## config.mk

```make
export PLATFORM = sky130hd
export DESIGN_NAME = aud_sram_ctrl
export DESIGN_NICKNAME = d
export VERILOG_FILES = /design/src/rtl/aud_sram_ctrl.sv
export SDC_FILE = /design/constraint.sdc
export NUM_CORES = 1
export LEC_CHECK = 0
export ABC_CLOCK_PERIOD_IN_PS = 4300
export BUFFER_PORTS_ARGS = -buffer_cell sky130_fd_sc_hd__buf_4
export CORE_UTILIZATION = 34
export DETAILED_ROUTE_END_ITERATION = 10
export PLACE_DENSITY_LB_ADDON = 0.2
export SYNTH_ARGS = -nofsm -noshare
export SYNTH_HDL_FRONTEND = slang
export SYNTH_SLANG_ARGS = --single-unit
```

## constraint.sdc

```tcl
create_clock -name i_clk -period 4.3 [get_ports i_clk]
set_clock_uncertainty 0.1 [all_clocks]
set_input_delay 0.86 -clock i_clk [delete_from_list [all_inputs] [get_ports i_clk]]
set_output_delay 0.86 -clock i_clk [all_outputs]
set_load 0.1 [all_outputs]
```

## src/rtl/aud_sram_ctrl.sv

```systemverilog
// Audio lab sequencer: key-driven record/play/pause/stop FSM that owns the
// shared SRAM port, writes recorder samples and fetches one sample per frame.
module aud_sram_ctrl #(
  parameter int ADDR_W = 20,
  parameter int DATA_W = 16
) (
  input  logic              i_clk,
  input  logic              i_rst_n,
  input  logic              i_rec_start,
  input  logic              i_play_start,
  input  logic              i_pause,
  input  logic              i_stop,
  input  logic              i_daclrck,
  input  logic [ADDR_W-1:0] i_rec_addr,
  input  logic [DATA_W-1:0] i_rec_data,
  output logic              o_rec_start,
  output logic              o_rec_pause,
  output logic              o_rec_stop,
  output logic              o_play_en,
  output logic [DATA_W-1:0] o_dac_data,
  output logic [ADDR_W-1:0] o_sram_addr,
  output logic [DATA_W-1:0] o_sram_wdata,
  input  logic [DATA_W-1:0] i_sram_rdata,
  output logic              o_sram_we_n,
  output logic              o_sram_oe_n,
  output logic [2:0]        o_state,
  output logic [ADDR_W-1:0] o_end_addr,
  output logic              o_has_data
);

  typedef enum logic [2:0] {
    IDLE       = 3'd0,
    REC        = 3'd1,
    REC_PAUSE  = 3'd2,
    PLAY       = 3'd3,
    PLAY_PAUSE = 3'd4
  } state_t;

  state_t              state_reg, state_next;
  logic                rec_start_reg, rec_pause_reg, rec_stop_reg, play_en_reg;
  logic                rec_start_next, rec_pause_next, rec_stop_next;
  logic [DATA_W-1:0]   dac_data_reg;
  logic [ADDR_W-1:0]   sram_addr_reg, last_addr_reg, end_addr_reg, play_addr_reg;
  logic [DATA_W-1:0]   sram_wdata_reg;
  logic                we_n_reg, oe_n_reg, has_data_reg;
  logic                lrck_s1_reg, lrck_s2_reg, lrck_d_reg;
  logic                fetch_pend_reg, full_pend_reg;
  logic                in_rec, lrck_rise, do_write, do_fetch, last_fetch;

  assign in_rec     = (state_reg == REC) || (state_reg == REC_PAUSE);
  assign lrck_rise  = lrck_s2_reg && !lrck_d_reg;
  assign do_write   = in_rec && (i_rec_addr != last_addr_reg) && !full_pend_reg;
  // A key that leaves PLAY this cycle suppresses the fetch entirely.
  assign do_fetch   = (state_reg == PLAY) && lrck_rise && !i_stop && !i_pause
                      && !fetch_pend_reg;
  assign last_fetch = fetch_pend_reg && (play_addr_reg == end_addr_reg);

  always_comb begin
    state_next     = state_reg;
    rec_start_next = 1'b0;
    rec_pause_next = 1'b0;
    rec_stop_next  = 1'b0;
    case (state_reg)
      IDLE: begin
        if (!i_stop && !i_pause) begin
          if (i_rec_start) begin
            state_next     = REC;
            rec_start_next = 1'b1;
          end else if (i_play_start && has_data_reg) begin
            state_next = PLAY;
          end
        end
      end
      REC: begin
        if (i_stop) begin
          state_next    = IDLE;
          rec_stop_next = 1'b1;
        end else if (i_pause) begin
          state_next     = REC_PAUSE;
          rec_pause_next = 1'b1;
        end
      end
      REC_PAUSE: begin
        if (i_stop) begin
          state_next    = IDLE;
          rec_stop_next = 1'b1;
        end else if (!i_pause && i_rec_start) begin
          state_next     = REC;
          rec_start_next = 1'b1;
        end
      end
      PLAY: begin
        if (i_stop)       state_next = IDLE;
        else if (i_pause) state_next = PLAY_PAUSE;
      end
      PLAY_PAUSE: begin
        if (i_stop)                          state_next = IDLE;
        else if (!i_pause && i_play_start)   state_next = PLAY;
      end
      default: state_next = IDLE;
    endcase
    // Memory full: the top-address write just completed, so stop recording.
    if (full_pend_reg && in_rec) begin
      state_next     = IDLE;
      rec_stop_next  = 1'b1;
      rec_start_next = 1'b0;
      rec_pause_next = 1'b0;
    end
    if (last_fetch && (state_reg == PLAY || state_reg == PLAY_PAUSE))
      state_next = IDLE;
  end

  always_ff @(posedge i_clk or negedge i_rst_n) begin
    if (!i_rst_n) begin
      state_reg      <= IDLE;
      rec_start_reg  <= 1'b0;
      rec_pause_reg  <= 1'b0;
      rec_stop_reg   <= 1'b0;
      play_en_reg    <= 1'b0;
      dac_data_reg   <= '0;
      sram_addr_reg  <= '0;
      sram_wdata_reg <= '0;
      we_n_reg       <= 1'b1;
      oe_n_reg       <= 1'b1;
      last_addr_reg  <= '0;
      end_addr_reg   <= '0;
      play_addr_reg  <= '0;
      has_data_reg   <= 1'b0;
      lrck_s1_reg    <= 1'b0;
      lrck_s2_reg    <= 1'b0;
      lrck_d_reg     <= 1'b0;
      fetch_pend_reg <= 1'b0;
      full_pend_reg  <= 1'b0;
    end else begin
      lrck_s1_reg    <= i_daclrck;
      lrck_s2_reg    <= lrck_s1_reg;
      lrck_d_reg     <= lrck_s2_reg;
      state_reg      <= state_next;
      rec_start_reg  <= rec_start_next;
      rec_pause_reg  <= rec_pause_next;
      rec_stop_reg   <= rec_stop_next;
      play_en_reg    <= (state_next == PLAY);
      we_n_reg       <= 1'b1;
      oe_n_reg       <= 1'b1;
      fetch_pend_reg <= 1'b0;
      full_pend_reg  <= 1'b0;

      if (state_reg == IDLE && state_next == REC) begin
        has_data_reg  <= 1'b0;
        end_addr_reg  <= '0;
        last_addr_reg <= i_rec_addr;
      end
      if (state_reg == IDLE && state_next == PLAY) begin
        play_addr_reg <= '0;
        dac_data_reg  <= '0;
      end

      if (do_write) begin
        sram_addr_reg  <= i_rec_addr;
        sram_wdata_reg <= i_rec_data;
        we_n_reg       <= 1'b0;
        end_addr_reg   <= i_rec_addr;
        has_data_reg   <= 1'b1;
        last_addr_reg  <= i_rec_addr;
        full_pend_reg  <= &i_rec_addr;
      end

      if (do_fetch) begin
        sram_addr_reg  <= play_addr_reg;
        oe_n_reg       <= 1'b0;
        fetch_pend_reg <= 1'b1;
      end
      if (fetch_pend_reg) begin
        dac_data_reg  <= i_sram_rdata;
        play_addr_reg <= play_addr_reg + 1'b1;
      end
    end
  end

  assign o_rec_start  = rec_start_reg;
  assign o_rec_pause  = rec_pause_reg;
  assign o_rec_stop   = rec_stop_reg;
  assign o_play_en    = play_en_reg;
  assign o_dac_data   = dac_data_reg;
  assign o_sram_addr  = sram_addr_reg;
  assign o_sram_wdata = sram_wdata_reg;
  assign o_sram_we_n  = we_n_reg;
  assign o_sram_oe_n  = oe_n_reg;
  assign o_state      = state_reg;
  assign o_end_addr   = end_addr_reg;
  assign o_has_data   = has_data_reg;

endmodule

```

==> results of run 1 <==
power breakdown:
group / internal, uW / switching [uW]
combinational: 657 / 2000
clock: 833 / 498
sequential: 1480 / 251
worst paths after layout:
path                                      from               to  slack, ns  cells after the start
worst max-delay path            i_rec_addr[17]  o_sram_addr[17]       1.57                      7
worst min-delay path               lrck_s1_reg      lrck_s2_reg       0.25                      0
worst max register to register      o_state[0]  o_sram_addr[17]       1.60                      6
worst min register to register     lrck_s1_reg      lrck_s2_reg       0.25                      0
max in group asynchronous              i_rst_n      o_sram_oe_n       2.72                      2
min in group asynchronous              i_rst_n   o_dac_data[11]       0.51                      1
area by class of cell:
class,instances,share of cell area (%)
Multi-Input combinational cell,330,32.43
Inverter,3,0.1475
Timing Repair Buffer,151,15.01
Tap cell,220,3.605
Sequential cell,127,41.65
Clock buffer,24,6.308
Clock inverter,8,0.8520
worst reg2reg max path: stages (launching register included):
cell and delay, ns:
dfrtp_1 0.49, xnor2_1 0.21, nor3_2 0.13, buf_4 0.31, o21a_2 0.82, buf_4 0.39, a221o_1 0.19
metrics by stage:
step                      power, uW  util [%]
after detailed placement       4406     42.45
after CTS                      5761     45.72
after global placement         4388     42.45
final                          5711     45.72
after global routing           5923     45.72
after floorplan                3755         -
cell families after synthesis:
family / synth area share [%]
flops: 54.46
simple gates: 10.90
compound gates: 14.91
xor+xnor: 8.848
buf+inv: 3.363
mux: 7.305
fa+ha+maj: 0.2142
per-layer routing:
| layer | vias to the layer above | share of wire [%] | global-route usage, % |
|---|---|---|---|
| met5 | - | 0 | 0 |
| met4 | 0 | 1.8 | 6.386 |
| met3 | 21 | 7.1 | 4.751 |
| met2 | 203 | 48 | 30.40 |
| met1 | 2263 | 43 | 25.78 |
| li1 | 2092 | - | - |
Yosys cell counts, types with 10 or more instances:
master / n / area share (%)
a221o_1: 20 / 3.4
a22o_1: 55 / 8.2
buf_2: 10 / 0.86
clkbuf_1: 29 / 1.9
dfrtp_1: 125 / 54
mux2_2: 37 / 7.1
nand2_1: 51 / 3.3
nand3_1: 15 / 1.3
nand4_1: 12 / 1.3
nor2_1: 12 / 0.77
o22ai_1: 21 / 2.2
xnor2_1: 32 / 4.8
xor2_1: 27 / 4.0
==> flow_summary.yaml, run 1 <==
finish:
  regArea_um2: 3181
  final_cell_mix: "buf_4 (150), dfrtp_1 (125), a22o_1 (55)"
  syn2layout_area_growth_pct: 30.74
  final_nets: 690
  multi_input_area_um2: 2476
  layoutNonFillerInstCount: 863
  n_antenna_cell: 0
  final_common_cell: "buf_4"
  fillers: 1626
  drive_above_1_share_pct: 35.46
  stdcell_area_um2: 7636
sta:
  final.setup.worst_slack_ns: 1.574
  hold_violations: 0
  whs_ns: 0.2459
  layout_worst_path_cycle_share_pct: 63.40
  min_period_ns: 2.726
  fin_setup_tns_ns: 0
  setup_viol_count_final: 0
  rsz0062_at_grt: "false"
  max_freq_mhz: 366.8
  slew_viol_final: 0
  worst_pin_slew_ns: 0.9709
  relSlewSlack_pct: 35.27
cts:
  path_clk_slew_ns: 0.06
  postCtsHoldBufs: 0
  clk_latency_ns: 0.41
  cts_sinks: 127
  cts_max_level: 4
  cts_resized: 0
  cts-root-buf: "clkbuf_16"
  cts_tree: "done"
  cts_buffers: 17
  postCtsSetupBuffers: 0
  cts_buffer_depth: 2
worst_setup_path:
  critPathCaptureType: "flop"
  required_ns: 4.49
  path_cells: "buf_4 > xor2_1 > nor4_1 > nand3_1 > o21a_2 > buf_4 > a221o_1"
  crit_arrival_ns: 2.91
  critPathMaxFanout: 41
  startpoint_type: "input pin"
  worst_path_most_repeated_cell: "buf_4"
  crit_family: "compound AO/OA/AOI/OAI gates"
  slowest_delay_ns: 0.53
  critPathBufInv: 2
  slowest_stage: "o21a_2"
  setup.worst_path.class: "input pin to flop"
routing:
  routed_via_density: 5.306
  ant_nets: 0
  drc: 0
  drt_first_pass_iters: 5
  wl_um: 16280
  routedWlPerCell_um: 18.86
  drt_iter0_markers: 377
  vias: 4579
synthesis:
  synthDistinctLibCells: 41
  synth_nets: 562
  synthArstFlopShare_pct: 100.0
  synth_area_per_cell_um2: 11.63
  ys_seq_area_share_pct: 54.46
  synth_seq_cells: 127
  synth_enable_flop_cells: 0
  syn_area_um2: 5841
  yosysWarnings: 0
  synth-main-ff-cell: "dfrtp_1"
  syn-instance-count: 502
global_routing:
  grt_max_degree: 75
  grt_pass1_vias: 4647
  grt_pass1_wl_um: 25990
  grt.total_usage_pct: 19.24
  gr-total-overflow: 0
  antenna_found_initial: 0
place:
  io_buffers: 140
  place_congestion: 0.8235
  dp_hpwl_um: 11290
  dp_slack_ns: 1.138
  place_area_um2: 7089
  placed_cells: 831
power_and_ir_drop:
  p_leak_uw: 0.003522
  powerDensity_nw_per_um2: 747.9
  peakVddDrop_v: 0.0003833
hold_path:
  hold_class: "flop to flop"
floorplanning:
  std_cell_rows: 47
  num_io_pins: 141
  die_x_um: 133.1
  core_area_um2: 16700
  fp.dieH_um: 133.1
  initial_utilization_pct: 34.97
  die_area_um2: 17710
outcome:
  outcome: "finished clean"
job:
  drv_cap: 0
No activity file was read; power rests on OpenSTA's default activity.
==> inputs of run 2 (changes only) <==
ABC_CLOCK_PERIOD_IN_PS = 2210   (was 4300)
clock period = 2.21 ns   (was 4.3 ns; I/O delays follow)
==> run 2 against run 1 <==
Utilization up 3.0 points. Non-clock buffer count up 48. Count of clock-buffer cells in the layout down 2. Clock power up 120%. Sequential share of layout area down 2.5 points. Design area up 6.6%. Critical path depth down 1. Routed wire length up 0.50%. Worst setup slack worse by 1.4 ns. Register-to-register slack worse by 1.4 ns. Via count up 3.5%. Final cell count up 5.6%. Largest power group unchanged. Highest routed layer unchanged.
==> flow_summary.yaml, run 2 (synthesis results as in run 1) <==
worst_setup_path:
  startpoint_type: "flop"
  required_ns: 2.40
  critPathMaxFanout: 27
  critPathCaptureType: "flop"
  setup.worst_path.class: "flop to flop"
  crit_arrival_ns: 2.23
cts:
  cts_tree: "done"
  cts-root-buf: "clkbuf_16"
  postCtsSetupBuffers: 0
  cts_sinks: 127
  cts_buffer_depth: 2
  path_clk_slew_ns: 0.06
  clk_latency_ns: 0.41
  cts_max_level: 4
  cts_buffers: 17
routing:
  wl_um: 16360
  drt_first_pass_iters: 5
  routed_via_density: 5.202
  ant_nets: 0
  routedWlPerCell_um: 17.95
  drt_iter0_markers: 266
  drc: 0
  vias: 4739
global_routing:
  gr-total-overflow: 0
  grt.total_usage_pct: 19.25
  grt_pass1_wl_um: 25950
  grt_pass1_vias: 4731
  grt_max_degree: 59
  antenna_found_initial: 0
floorplanning:
  num_io_pins: 141
  fp.dieH_um: 133.1
  initial_utilization_pct: 34.97
  die_x_um: 133.1
  core_area_um2: 16700
  die_area_um2: 17710
  std_cell_rows: 47
finish:
  n_antenna_cell: 0
  drive_above_1_share_pct: 40.67
  final_cell_mix: "buf_4 (192), dfrtp_1 (122), a22o_1 (55)"
  syn2layout_area_growth_pct: 39.37
  final_util_pct: 48.74
  final_common_cell: "buf_4"
  final_nets: 738
  fillers: 1543
place:
  place_congestion: 0.8311
  io_buffers: 140
  dp_hpwl_um: 11860
power_and_ir_drop:
  powerDensity_nw_per_um2: 1408
  peakVddDrop_v: 0.001009
  p_total_uw: 11460
  p_leak_uw: 0.003793
sta:
  setup_viol_count_final: 0
  slew_viol_final: 0
  min_period_ns: 2.045
  max_freq_mhz: 489.1
  rsz0062_at_grt: "true"
  worst_pin_slew_ns: 0.4124
  hold_violations: 0
  relSlewSlack_pct: 72.50
  layout_worst_path_cycle_share_pct: 92.52
hold_path:
  hold_class: "input pin to flop"
outcome:
  outcome: "finished clean"
job:
  drv_cap: 0
-- run 2: stage by stage --
| stage | TNS (ns) | hold WS (ns) | area, um2 | setup slack, ns | instances |
|---|---|---|---|---|---|
| global placement | -3.598 | 0.2366 | 7513 | -0.09140 | 878 |
| CTS | 0 | 0.02175 | 8134 | 0.08017 | 911 |
| global route | -0.007129 | 0.02271 | 8140 | -0.003599 | 911 |
| finish | 0 | 0.04230 | 8140 | 0.1653 | 911 |
| floorplan | 0 | 0.04641 | 5862 | 0.02258 | 502 |
| detailed placement | -2.011 | 0.2362 | 7513 | -0.06947 | 878 |
-- run 2: where the power goes --
part	total [uW]	switching, uW	internal [uW]
Sequential	3350	476	2880
Clock	2860	1010	1860
Combinational	5250	3880	1360
-- run 2: routing by layer --
metal	track usage (%)	vias to the layer above	part of all wire [%]
met2	29.58	193	47
met3	5.441	21	6.5
met5	0	-	0
met1	25.96	2336	45
met4	6.641	0	2.0
li1	-	2189	-
-- run 2: cell type report --
type	count	area [um2]	area share, %
clock buffers	22	474.2	5.825
clock inverters	10	136.4	1.675
inverters	3	11.26	0.1383
multi-input cells	330	2482	30.49
flip-flops and latches	127	3189	39.18
well taps	220	275.3	3.381
repair buffers	199	1572	19.31
-- run 2: worst paths after layout --
check | startpoint | to | slack (ns) | depth (start not counted)
worst max-delay path | last_addr_reg[17] | o_sram_addr[9] | 0.17 | 6
worst min-delay path | i_daclrck | lrck_s1_reg | 0.04 | 1
worst max register to register | last_addr_reg[17] | o_sram_addr[9] | 0.17 | 6
worst min register to register | lrck_s1_reg | lrck_s2_reg | 0.25 | 0
max in group asynchronous | i_rst_n | o_sram_oe_n | 1.02 | 3
min in group asynchronous | i_rst_n | o_rec_start | 0.36 | 2
-- run 2: what timing repair did --
item                                    4_1_cts  5_1_grt
endpoints found under the setup margin        0       40
endpoints found under the hold margin        17        0
gates resized for setup                       0        1
hold buffers                                  1        0
-- run 2: critical path, cell delays in order, from the launching register on --
cell     delay, ns
dfrtp_1       0.38
xor2_1        0.17
nor4_2        0.30
nand3_1       0.17
o21a_2        0.27
buf_12        0.17
a221o_1       0.35
==> inputs of run 3 (changes only) <==
ABC_CLOCK_PERIOD_IN_PS = 2340   (was 2210)
CORE_MARGIN = 2   (was default)
clock period = 2.34 ns   (was 2.21 ns; I/O delays follow)
==> run 3 against run 2 <==
Maximum frequency decreased by 8.2%. Utilization grew 0.20 points. Worst setup slack got worse by 0.052 ns. Count of clock-buffer cells in the layout is 1 higher. Via count rose by 2.6%. Combinational power is 4.4% lower. Critical endpoint unchanged.
==> flow_summary.yaml, run 3 (synthesis results as in run 1) <==
outcome:
  outcome: "finished clean"
sta:
  slew_viol_final: 0
  setup_viol_count_final: 0
  relSlewSlack_pct: 60.59
  rsz0062_at_grt: "false"
  min_period_ns: 2.226
  whs_ns: 0.06101
  layout_worst_path_cycle_share_pct: 95.15
  hold_violations: 0
  max_freq_mhz: 449.2
  fin_setup_tns_ns: 0
  worst_pin_slew_ns: 0.5893
place:
  dp_hpwl_um: 12450
  io_buffers: 140
  place_congestion: 0.8729
  placed_cells: 876
hold_path:
  min-delay-start: "i_daclrck"
  min_path_cells: 1
  hold_class: "input pin to flop"
worst_setup_path:
  startpoint_type: "flop"
  reg2regPathDepth: 7
  critPathMaxFanout: 17
  crit_start: "last_addr_reg[2]"
  required_ns: 2.54
  critPathCaptureType: "flop"
  reg2reg_from: "last_addr_reg[2]"
  crit_arrival_ns: 2.42
  setup.worst_path.class: "flop to flop"
finish:
  final_cell_mix: "buf_4 (190), dfrtp_1 (122), a22o_1 (55)"
  fillers: 1568
  syn2layout_area_growth_pct: 39.95
  drive_above_1_share_pct: 41.16
  final_nets: 737
  final_util_pct: 48.94
  n_antenna_cell: 0
  final_common_cell: "buf_4"
  layoutNonFillerInstCount: 910
floorplanning:
  fp.dieH_um: 135.1
  num_io_pins: 141
  die_area_um2: 18240
  std_cell_rows: 47
  core_area_um2: 16700
  die_x_um: 135.1
  initial_utilization_pct: 34.97
cts:
  clk_latency_ns: 0.41
  postCtsSetupBuffers: 0
  cts_tree: "done"
  cts_sinks: 127
  path_clk_slew_ns: 0.06
  cts-root-buf: "clkbuf_16"
  cts_buffers: 17
  cts_buffer_depth: 2
  cts_max_level: 4
global_routing:
  grt_pass1_vias: 4825
  grt_max_degree: 45
  grt.total_usage_pct: 19.18
  grt_pass1_wl_um: 26870
  antenna_found_initial: 0
  gr-total-overflow: 0
routing:
  wl_um: 17290
  vias: 4863
  routed_via_density: 5.344
  drt_iter0_markers: 395
  ant_nets: 0
  routedWlPerCell_um: 19.00
  drt_first_pass_iters: 4
  drc: 0
power_and_ir_drop:
  peakVddDrop_v: 0.001095
  p_comb_share_pct: 45.9
  p_leak_uw: 0.003802
  swShare_pct: 46.99
  powerDensity_nw_per_um2: 1339
  p_total_uw: 10940
  pwr-share-seq_pct: 29.1
  p_sw_uw: 5141
  pwr-share-clk_pct: 25.1
  power.internal_uw: 5800
job:
  drv_cap: 0
## run 3: changes by cell type in the layout (fill, tap and decap cells not counted), moves of 2 or more
| cell | change |
|---|---|
| nor4_1 | -2 |
| clkinvlp_4 | -2 |
| nor4_2 | +2 |
| buf_4 | -2 |
| buf_6 | +2 |
| buf_12 | -2 |
## run 3: power by group through the flow
stage	Combinational, uW	Clock [uW]	Sequential, uW
after global routing	5190	2900	3240
after floorplan	1010	0	5890
after global placement	4940	0	3190
after CTS	4980	2800	3180
after detailed placement	4970	0	3200
final	5020	2740	3180
## run 3: through the flow
step           worst slack, ns  area, um2
6_report                0.1136       8174
5_1_grt               0.002029       8174
4_1_cts                0.02535       8108
3_5_place_dp           -0.2207       7473
3_3_place_gp           -0.2144       7473
2_1_floorplan          0.07773       5849
## run 3: cell type report
class	instances	area (um2)	area share, %
timing repair buffer	198	1564	19.13
clock inverter	9	130.1	1.592
tap	220	275.3	3.368
clock buffer	23	488.0	5.970
sequential	127	3189	39.02
inverter	3	11.26	0.1378
multi-input combinational	330	2516	30.78
## run 3: final timing paths
check	endpoint	slack, ns
min in group asynchronous	play_addr_reg[8]	0.42
worst min-delay path	lrck_s1_reg	0.06
worst max-delay path	o_sram_addr[9]	0.11
max in group asynchronous	last_addr_reg[11]	1.08
worst min register to register	lrck_s2_reg	0.25
worst max register to register	o_sram_addr[9]	0.11
## run 3: critical path, stage by stage, from the launching register on
cell and delay (ns):
dfrtp_1 0.39, xor2_1 0.19, nor4_2 0.33, nand2_1 0.17, buf_4 0.17, o21a_4 0.24
buf_6 0.17, a221o_1 0.36
## run 3: repair_timing
item                       CTS  global route
cloned                       0             1
gates resized for setup      1             8
pin swaps                    0             3
hold endpoints to repair    24             0
setup endpoints to repair   10            49
hold buffers                 1             0
## run 3: metal layers
layer / wire length, um / track usage, % / up-vias
met4: 393 / 7.465 / 0
li1: - / - / 2181
met1: 7654 / 26.59 / 2440
met3: 1215 / 4.542 / 32
met5: 0 / 0 / -
met2: 8028 / 29.16 / 210
